==> src/rtl/pipe_stage_skid.sv <==
// pipe_stage_skid
//   Elastic pipeline-stage register with a 2-entry skid buffer. It carries a
//   destination-register index and NUM_F packed DATA_W-bit payload fields.
//   in_ready comes straight from a flop, so no combinational ready path runs
//   back through this stage. The stage still sustains one transfer per cycle.
//   Ports:
//     clk, reset          clock; synchronous active-high reset
//     flush               synchronous drop of all held entries (bubble insert)
//     in_valid/in_ready   upstream handshake (in_ready registered)
//     in_wreg/in_data     upstream entry
//     out_valid/out_ready downstream handshake
//     out_wreg/out_data   head entry
//     stall_cnt/clr_cnt   saturating count of cycles with out_valid & ~out_ready; sync clear
module pipe_stage_skid #(
   parameter int DATA_W = 32,
   parameter int NUM_F  = 4,
   parameter int REG_W  = 5,
   parameter int CNT_W  = 16
) (
   input  logic                    clk,
   input  logic                    reset,
   input  logic                    flush,
   input  logic                    in_valid,
   output logic                    in_ready,
   input  logic [REG_W-1:0]        in_wreg,
   input  logic [NUM_F*DATA_W-1:0] in_data,
   output logic                    out_valid,
   input  logic                    out_ready,
   output logic [REG_W-1:0]        out_wreg,
   output logic [NUM_F*DATA_W-1:0] out_data,
   output logic [CNT_W-1:0]        stall_cnt,
   input  logic                    clr_cnt
);
   localparam int PW = NUM_F * DATA_W;

   typedef enum logic [1:0] {EMPTY = 2'd0, ONE = 2'd1, TWO = 2'd2} state_t;

   state_t           state_q, state_d;
   logic [REG_W-1:0] head_wreg_q, head_wreg_d, skid_wreg_q, skid_wreg_d;
   logic [PW-1:0]    head_data_q, head_data_d, skid_data_q, skid_data_d;
   logic             in_ready_q, in_ready_d;
   logic [CNT_W-1:0] cnt_q, cnt_d;
   logic             accept, pop, vld;

   assign vld    = (state_q != EMPTY);
   assign accept = in_valid & in_ready_q;
   assign pop    = vld & out_ready;

   // state register
   always_ff @(posedge clk) begin
      state_q     <= state_d;
      in_ready_q  <= in_ready_d;
      head_wreg_q <= head_wreg_d;
      head_data_q <= head_data_d;
      skid_wreg_q <= skid_wreg_d;
      skid_data_q <= skid_data_d;
      cnt_q       <= cnt_d;
   end

   // next-state logic; reset and flush both collapse to EMPTY
   always_comb begin
      state_d = state_q;
      if (reset || flush) begin
         state_d = EMPTY;
      end else begin
         case (state_q)
            EMPTY: if (accept) state_d = ONE;
            ONE: begin
               if (accept && !pop)      state_d = TWO;
               else if (pop && !accept) state_d = EMPTY;
            end
            TWO:   if (pop) state_d = ONE;
            default: state_d = EMPTY;
         endcase
      end
      // registered ready is exactly "next state has room"
      in_ready_d = (state_d != TWO);
   end

   // datapath and counter updates
   always_comb begin
      head_wreg_d = head_wreg_q;
      head_data_d = head_data_q;
      skid_wreg_d = skid_wreg_q;
      skid_data_d = skid_data_q;
      if (reset || flush) begin
         // zeroed so downstream sees a clean bubble
         head_wreg_d = '0;
         head_data_d = '0;
         skid_wreg_d = '0;
         skid_data_d = '0;
      end else begin
         case (state_q)
            EMPTY: if (accept) begin
               head_wreg_d = in_wreg;
               head_data_d = in_data;
            end
            ONE: begin
               if (accept && pop) begin
                  head_wreg_d = in_wreg;
                  head_data_d = in_data;
               end else if (accept) begin
                  skid_wreg_d = in_wreg;
                  skid_data_d = in_data;
               end
               // pop to EMPTY leaves the stale head; out_valid gates it
            end
            TWO: if (pop) begin
               head_wreg_d = skid_wreg_q;
               head_data_d = skid_data_q;
            end
            default: ;
         endcase
      end

      cnt_d = cnt_q;
      if (reset || clr_cnt)
         cnt_d = '0;
      else if (vld && !out_ready && (cnt_q != {CNT_W{1'b1}}))
         cnt_d = cnt_q + 1'b1;
   end

   // outputs
   always_comb begin
      out_valid = vld;
      in_ready  = in_ready_q;
      out_wreg  = head_wreg_q;
      out_data  = head_data_q;
      stall_cnt = cnt_q;
   end

endmodule

==> config.mk <==
export PLATFORM = sky130hd
export DESIGN_NAME = pipe_stage_skid
export DESIGN_NICKNAME = d
export VERILOG_FILES = /design/src/rtl/pipe_stage_skid.sv
export SDC_FILE = /design/constraint.sdc
export NUM_CORES = 1
export LEC_CHECK = 0
export CAP_MARGIN = 20
export CELL_PAD_IN_SITES_DETAIL_PLACEMENT = 0
export CELL_PAD_IN_SITES_GLOBAL_PLACEMENT = 1
export CORE_UTILIZATION = 37
export DETAILED_ROUTE_END_ITERATION = 6
export PLACE_DENSITY = 0.89
export SLEW_MARGIN = 15
export SYNTH_ARGS = -nofsm -noshare
export SYNTH_HDL_FRONTEND = slang
export SYNTH_SLANG_ARGS = --single-unit
==> constraint.sdc <==
create_clock -name clk -period 1.8 [get_ports clk]
set_input_delay 0.36 -clock clk [delete_from_list [all_inputs] [get_ports clk]]
set_output_delay 0.36 -clock clk [all_outputs]
set_load 0.03 [all_outputs]
# Yosys cells after proc, flatten, opt, wreduce, memory -nomap -nowiden
# Cells that the tools add are included.
[classes]
addsub = 1
n_eq_ne = 7
muxes = 14
bitwise_logic = 3
reduce_logical = 15
[op_table]
columns = ["operator", "count"]
rows = [
  ["two-way mux 128 bit", 3],
  ["one-hot mux 128 bit (3 select lines)", 1],
  ["adder 16 x 1 -> 16 bit (second input constant)", 1],
  ["!= test 16 bit (second input constant)", 1],
  ["two-way mux 5 bit", 3],
  ["one-hot mux 5 bit (3 select lines)", 1],
  ["two-way mux 2 bit", 5],
  ["!= test 2 bit (second input constant)", 4],
  ["one-hot mux 2 bit (3 select lines)", 1],
  ["logical AND 1 bit", 5],
  ["AND reduction 4 bit", 1],
  ["logical NOT 1 bit", 3],
  ["AND reduction 3 bit", 1],
  ["nonzero test 3 bit", 1],
  ["bitwise AND 1 bit", 2],
  ["equality test 2 x 1 -> 1 bit (second input constant)", 1],
  ["equality test 2 bit (second input constant)", 1],
  ["logical NOT 2 bit", 1],
  ["logical OR 1 bit", 2],
  ["nonzero test 2 bit", 1],
  ["NOT 1 bit", 1],
]
[word_totals]
regBits = 285
inputBits = 139
out_inout_bits = 151
elab_cells = 47

# Logic depth before layout (Yosys ltp)
# Gate-level depths: netlist (run 1).
[depth]
ltp_word = 8
depth_mapped = 7
mapped_depth_nobuf = 5

# Worst setup path before layout (run 1)
# Ideal clock, no wire load.
[synth_timing]
kind = "register to register"
from = "reg in_ready_q (netlist: in_ready)"
to = "reg skid_data_q[57]"
setup_ns = 0.132
t_arrival_ns = 1.661
required_ns = 1.668
setup_slack_ns = 0.007
path_stages_with_launch = 8
n_path_buf = 3
period_less_slack_ns = 1.793
path_cell_list = "dfxtp_1 nand2_1 or3_1 buf_2 buf_2 buf_2 nand2_1 a21oi_1"
[synth_via]
elab_chain_len = 4
[synth_lines]
columns = ["element", "line", "text"]
rows = [
  ["start: declaration", "41", "logic in_ready_q, in_ready_d;"],
  ["start signal: assignment", "52", "in_ready_q <= in_ready_d;"],
  ["bitwise AND 1 bit *", "46", "assign accept = in_valid & in_ready_q;"],
  ["logical AND 1 bit", "99", "if (accept && pop) begin"],
  ["NOT 1 bit (no source line)", "-", ""],
  ["AND reduction 3 bit (no source line) *", "-", ""],
  ["end signal: assignment", "56", "skid_data_q <= skid_data_d;"],
  ["end: declaration", "40", "logic [PW-1:0] head_data_q, head_data_d, skid_data_q, skid_data_d;"],
]
# Every way passes the cells marked *; elsewhere a longest branch is shown, timed or not.
# A chain may end at the register's enable or synchronous reset.

# Final worst setup path (run 1)
[layout_timing]
from = "reg cnt_q[6] (netlist: stall_cnt[6])"
to = "out stall_cnt[6]"
[layout_lines]
columns = ["element", "line", "text"]
rows = [
  ["start: declaration", "42", "logic [CNT_W-1:0] cnt_q, cnt_d;"],
  ["start signal: assignment", "57", "cnt_q <= cnt_d;"],
  ["end: declaration", "31", "output logic [CNT_W-1:0] stall_cnt,"],
]
# No word-level cell between the ends.

==> results of run 1 <==
==> registers in the layout, indices dropped and copies added, names as in the netlist <==
register and count:
out_data 128, state_q 2, skid_wreg_q 5, stall_cnt 16, in_ready 1, skid_data_q 128, out_wreg 5
==> cell families (layout without fill, tap and decap cells) <==
kind of cell             after synthesis  count (layout)  share of synthesized area, %
multiplexers                         135             135                          11.5
XOR/XNOR                               2               2                         0.149
flip-flops                           285             285                          48.7
buffers and inverters                111             434                          4.71
adder cells (fa/ha/maj)                1               1                         0.107
AND/OR/NAND/NOR                      462             462                          15.8
AO/OA/AOI/OAI                        297             297                          19.0
==> synthesized netlist by cell type (3+ instances only) <==
library cell,count,area [um^2]
dfxtp_1,285,5710
nand2_1,275,1030
a21oi_1,143,716
nor2_1,141,529
mux2i_1,135,1350
a211oi_2,70,876
a211oi_1,63,473
clkbuf_1,43,161
buf_2,42,210
buf_4,18,135
or3_1,10,62.6
nand3_1,9,45.0
o21ai_0,6,30.0
and3_1,4,25.0
nand4_1,4,25.0
inv_1,3,11.3
nand2b_1,3,18.8
o31ai_1,3,22.5
or2_2,3,18.8
==> stage by stage <==
step                total power, uW  cell area, um^2  std cells  setup WS, ns
floorplan                      7710            11700       1293       0.00712
global placement               8680            15600       1957        -0.302
detailed placement             8710            15600       1957        -0.398
CTS                           14900            16400       2012       0.00988
global route                  15300            16400       2012       0.00334
finish                        14700            16400       2012        0.0404
==> routing by layer <==
layer / GRT usage, % / vias up / wire (um)
met5: 0 / - / 0
met4: 6.17 / 0 / 956
met3: 4.84 / 56 / 2070
met2: 32.2 / 251 / 14800
met1: 23.5 / 4712 / 13600
li1: - / 5084 / -
==> where the power goes <==
part	leakage, uW	switching [uW]	internal [uW]	total (uW)
logic	0.00446	1060	830	1890
registers	0.00231	93.5	6470	6570
clock network	0.000503	2550	3740	6290
total	0.00728	3700	11000	14700
==> repair_timing <==
item,4_1_cts,5_1_grt
hold endpoints to repair,0,0
gates resized for setup,158,7
endpoints found under the setup margin,151,9
hold buffers,0,0
==> how the worst max path moves through the flow <==
stage,start,to,cells after the start
after floorplan,in_ready,skid_data_q[57],7
after global placement,out_ready,out_data[92],7
after detailed placement,out_ready,out_wreg[4],7
after CTS,stall_cnt[0],stall_cnt[0],1
after global routing,stall_cnt[8],stall_cnt[8],1
final,stall_cnt[6],stall_cnt[6],1
==> area by class of cell <==
class / count / share of cell area [%]
flip-flops and latches: 285 / 34.7
multi-input cells: 897 / 33.4
repair buffers: 376 / 22.6
clock buffers: 42 / 5.46
well taps: 396 / 3.02
clock inverters: 13 / 0.746
inverters: 3 / 0.0685
==> metrics.yaml, run 1 <==
diodes: 0
finalHoldViolations: 0
htreeDepth: 1
seq_area_um2: 5710
synth-seq-cells: 285
place_hpwl_mm: 22.2
critPathBufInv: 1
syn-cell-area_um2: 11700
hold_depth: 3
coreArea_um2: 30900
ys_warn_count: 0
portBuffers: 289
firstDrtPassIters: 5
antenna_found_initial: 0
ir_worst_vdd_uv: 664
final_util_pct: 53.2
power_density_nw_per_um2: 897
crit_arrival_ns: 1.40
cp.required_ns: 1.44
leakagePower_uw: 0.00728
hold_ws_ns: 0.383
cts_buffer_depth: 3
cts_buffers: 30
drt.antenna.violating_nets: 0
grt_start_max_net_pins: 58
drive_above_1_share_pct: 13.9
viasPerCell: 5.02
cp-end-kind: "output port"
wl_per_cell_um: 15.6
rr_startpoint: "state_q[1]"
vias: 10100
rsz0062_at_grt: "false"
path_max_fanout: 6
grt.total_usage_pct: 19.0
drcViolationCount: 0
grt_pass1_vias: 9732
rrSetupSlack_ns: 0.09
fin_crit_ns: 1.76
slew_violations: 0
holdPathEnd: "skid_data_q[47]"
cts_setup_buffers: 0
dieArea_um2: 32400
clkTransAtPathRegs_ns: 0.06
fp-row-count: 64
critPathTopFamily: "buffers and inverters"
cts_root_buffer: "clkbuf_16"
cap_violations: 0
synth_edf_count: 0
grt_pass1_wl_mm: 50.8
min-delay-start: "in_data[47]"
totalWireLength_mm: 31.4
layout.nets: 1733
critPathMaxStageDelay_ns: 0.44
grt-ovfl-total: 0
outcome: "completed"
areaGrowthSynthToFinish_pct: 40.2
initial_utilization_pct: 37.9
synth_fp_nets: 1433
mostFrequentLayoutCells: "dfxtp_1, nand2_1, a21oi_1"
drtIter0Drc: 468
clkSinkCount: 285
die_w_um: 180
setup-tns-final_ns: 0
avgSynthCellArea_um2: 9.07
gp_congestion: 0.829
fin_skew_ns: 0.00841
synth_cell_types: 45
syn-instance-count: 1293
seq_area_frac_synth_pct: 48.7
r2r-end: "out_data[91]"
ys.flop_type: "dfxtp_1"
final.fill_count: 2854
slew_headroom_pct: 67.1
clk_latency_ns: 0.55
path_class: "register to output port"
worstMarginPinSlew_ns: 0.489
hp-class: "input pin to register"
cts_tree: "done"
min_period_over_period_pct: 97.8
layout_commonest_cell: "dfxtp_1"
cp-start-kind: "register"
cpMaxStageDelayCell: "dlygate4sd2_1"
setup_viol_count_final: 0
ff2ff_path_depth: 6
die_h_um: 180
multi_input_area_um2: 5490
crit_chain: "dlygate4sd2_1"
io_pins: 290
synthArstFlopShare_pct: 0
fmax_mhz: 568
(Power assumes the default switching activity.)
==> run 2: changes to the inputs <==
clock period = 2 ns   (was 1.8 ns; I/O delays follow)
==> run 2 against run 1 <==
Via count grew 0.11%. Critical path type unchanged. First-iteration DRC count grew 5.8%. Routed wire length grew 1.4%. Clock skew shrank 0.00075 ns. Register-to-register slack gained 0.21 ns. Global-route usage grew 0.19 points. Clock power shrank 5.6%. Power shrank 7.9%. Sequential power shrank 10%. Flip-flop and latch count is the same.
==> metrics.yaml, run 2 (same netlist as run 1, synthesis figures left out) <==
clk_latency_ns: 0.54
cap_violations: 0
fin_crit_ns: 1.96
cts_tree: "done"
crit_arrival_ns: 1.56
fp-row-count: 64
min_period_over_period_pct: 98.2
antenna_found_initial: 1
drt.antenna.violating_nets: 0
final_util_pct: 53.7
hp-class: "input pin to register"
dieArea_um2: 32400
cts-resized-gates: 80
gp_congestion: 0.839
clkTransAtPathRegs_ns: 0.06
mostFrequentLayoutCells: "dfxtp_1, nand2_1, clkdlybuf4s50_1"
cpMaxStageDelayCell: "clkdlybuf4s50_1"
firstDrtPassIters: 5
grt_pass1_vias: 9866
totalWireLength_mm: 31.8
die_h_um: 180
htreeDepth: 1
grt.total_usage_pct: 19.2
initial_utilization_pct: 37.9
leakagePower_uw: 0.00760
power_uw: 13600
cp.required_ns: 1.60
ff2ff_path_depth: 5
crit_chain: "clkdlybuf4s50_1"
cts_buffers: 31
finalHoldViolations: 0
portBuffers: 289
worstMarginPinSlew_ns: 0.549
grt_start_max_net_pins: 74
fmax_mhz: 509
ir_worst_vdd_uv: 644
ctsHoldBuffers: 0
path_class: "register to output port"
setup_viol_count_final: 0
cp-end-kind: "output port"
slew_headroom_pct: 63.1
drtIter0Drc: 495
critPathBufInv: 1
clkSinkCount: 285
io_pins: 290
fin_skew_ns: 0.00766
drive_above_1_share_pct: 13.3
critPathTopFamily: "buffers and inverters"
outcome: "completed"
rsz0062_at_grt: "false"
cts_buffer_depth: 3
r2r-end: "stall_cnt[14]"
cts_root_buffer: "clkbuf_16"
place_hpwl_mm: 21.9
power_density_nw_per_um2: 818
grt-ovfl-total: 0
viasPerCell: 5.04
cts_setup_buffers: 0
areaGrowthSynthToFinish_pct: 41.6
cp_num_cells: 1
rrSetupSlack_ns: 0.30
rr_startpoint: "stall_cnt[1]"
vias: 10100
hold_depth: 3
cp-start-kind: "register"
coreArea_um2: 30900
min-delay-start: "in_data[95]"
diodes: 0
die_w_um: 180
drcViolationCount: 0
wl_per_cell_um: 15.9
layout_commonest_cell: "dfxtp_1"
critPathMaxStageDelay_ns: 0.68
holdPathEnd: "skid_data_q[95]"
path_max_fanout: 2
grt_pass1_wl_mm: 51.5
slew_violations: 0
layout.nets: 1728
[run 2: cell types whose count changed in the layout (fill, tap and decap cells not counted), sizes merged, moves of 6 or more]
cell	change
buf	-7
dlymetal6s2s	+35
clkdlybuf4s15	-6
clkdlybuf4s50	+36
dlygate4sd2	-63
[run 2: area by class of cell]
cell class,instances,area [um^2]
fill,2753,14300
sequential,285,5710
multi-input combinational,897,5490
timing repair buffer,370,3820
clock buffer,42,907
tap,396,495
clock inverter,13,168
inverter,3,11.3
[run 2: how the worst max path moves through the flow]
stage                  from               to  slack [ns]
6_report       out_data[79]     out_data[79]        0.04
5_1_grt        out_data[62]     out_data[62]      0.0004
4_1_cts        out_data[12]     out_data[12]      0.0001
3_5_place_dp      out_ready     out_data[48]       -0.21
3_3_place_gp       in_valid  skid_data_q[52]       -0.15
2_1_floorplan      in_ready  skid_data_q[57]        0.21
[run 2: report_power, final]
part           switching (uW)  internal, uW  total [uW]  leakage, uW
clock network            2280          3660        5940     0.000537
registers                86.5          5830        5910      0.00231
logic                     952           771        1720      0.00475
[run 2: per-layer routing]
layer / share of wire, % / track usage [%]
met5: 0.041 / 0
met1: 45 / 24.5
met2: 47 / 32.6
met3: 6.5 / 4.52
met4: 2.0 / 4.52
[run 2: per-stage QoR]
step / hold slack [ns] / setup TNS [ns] / cell area (um^2) / std cells / setup slack, ns
after floorplan: 0.436 / 0 / 11700 / 1293 / 0.207
after global placement: 0.440 / -29.28 / 15500 / 1951 / -0.146
after detailed placement: 0.446 / -39.64 / 15500 / 1951 / -0.210
after CTS: 0.402 / 0 / 16500 / 2006 / 0.000105
after global routing: 0.420 / 0 / 16600 / 2006 / 0.000419
final: 0.432 / 0 / 16600 / 2006 / 0.0368
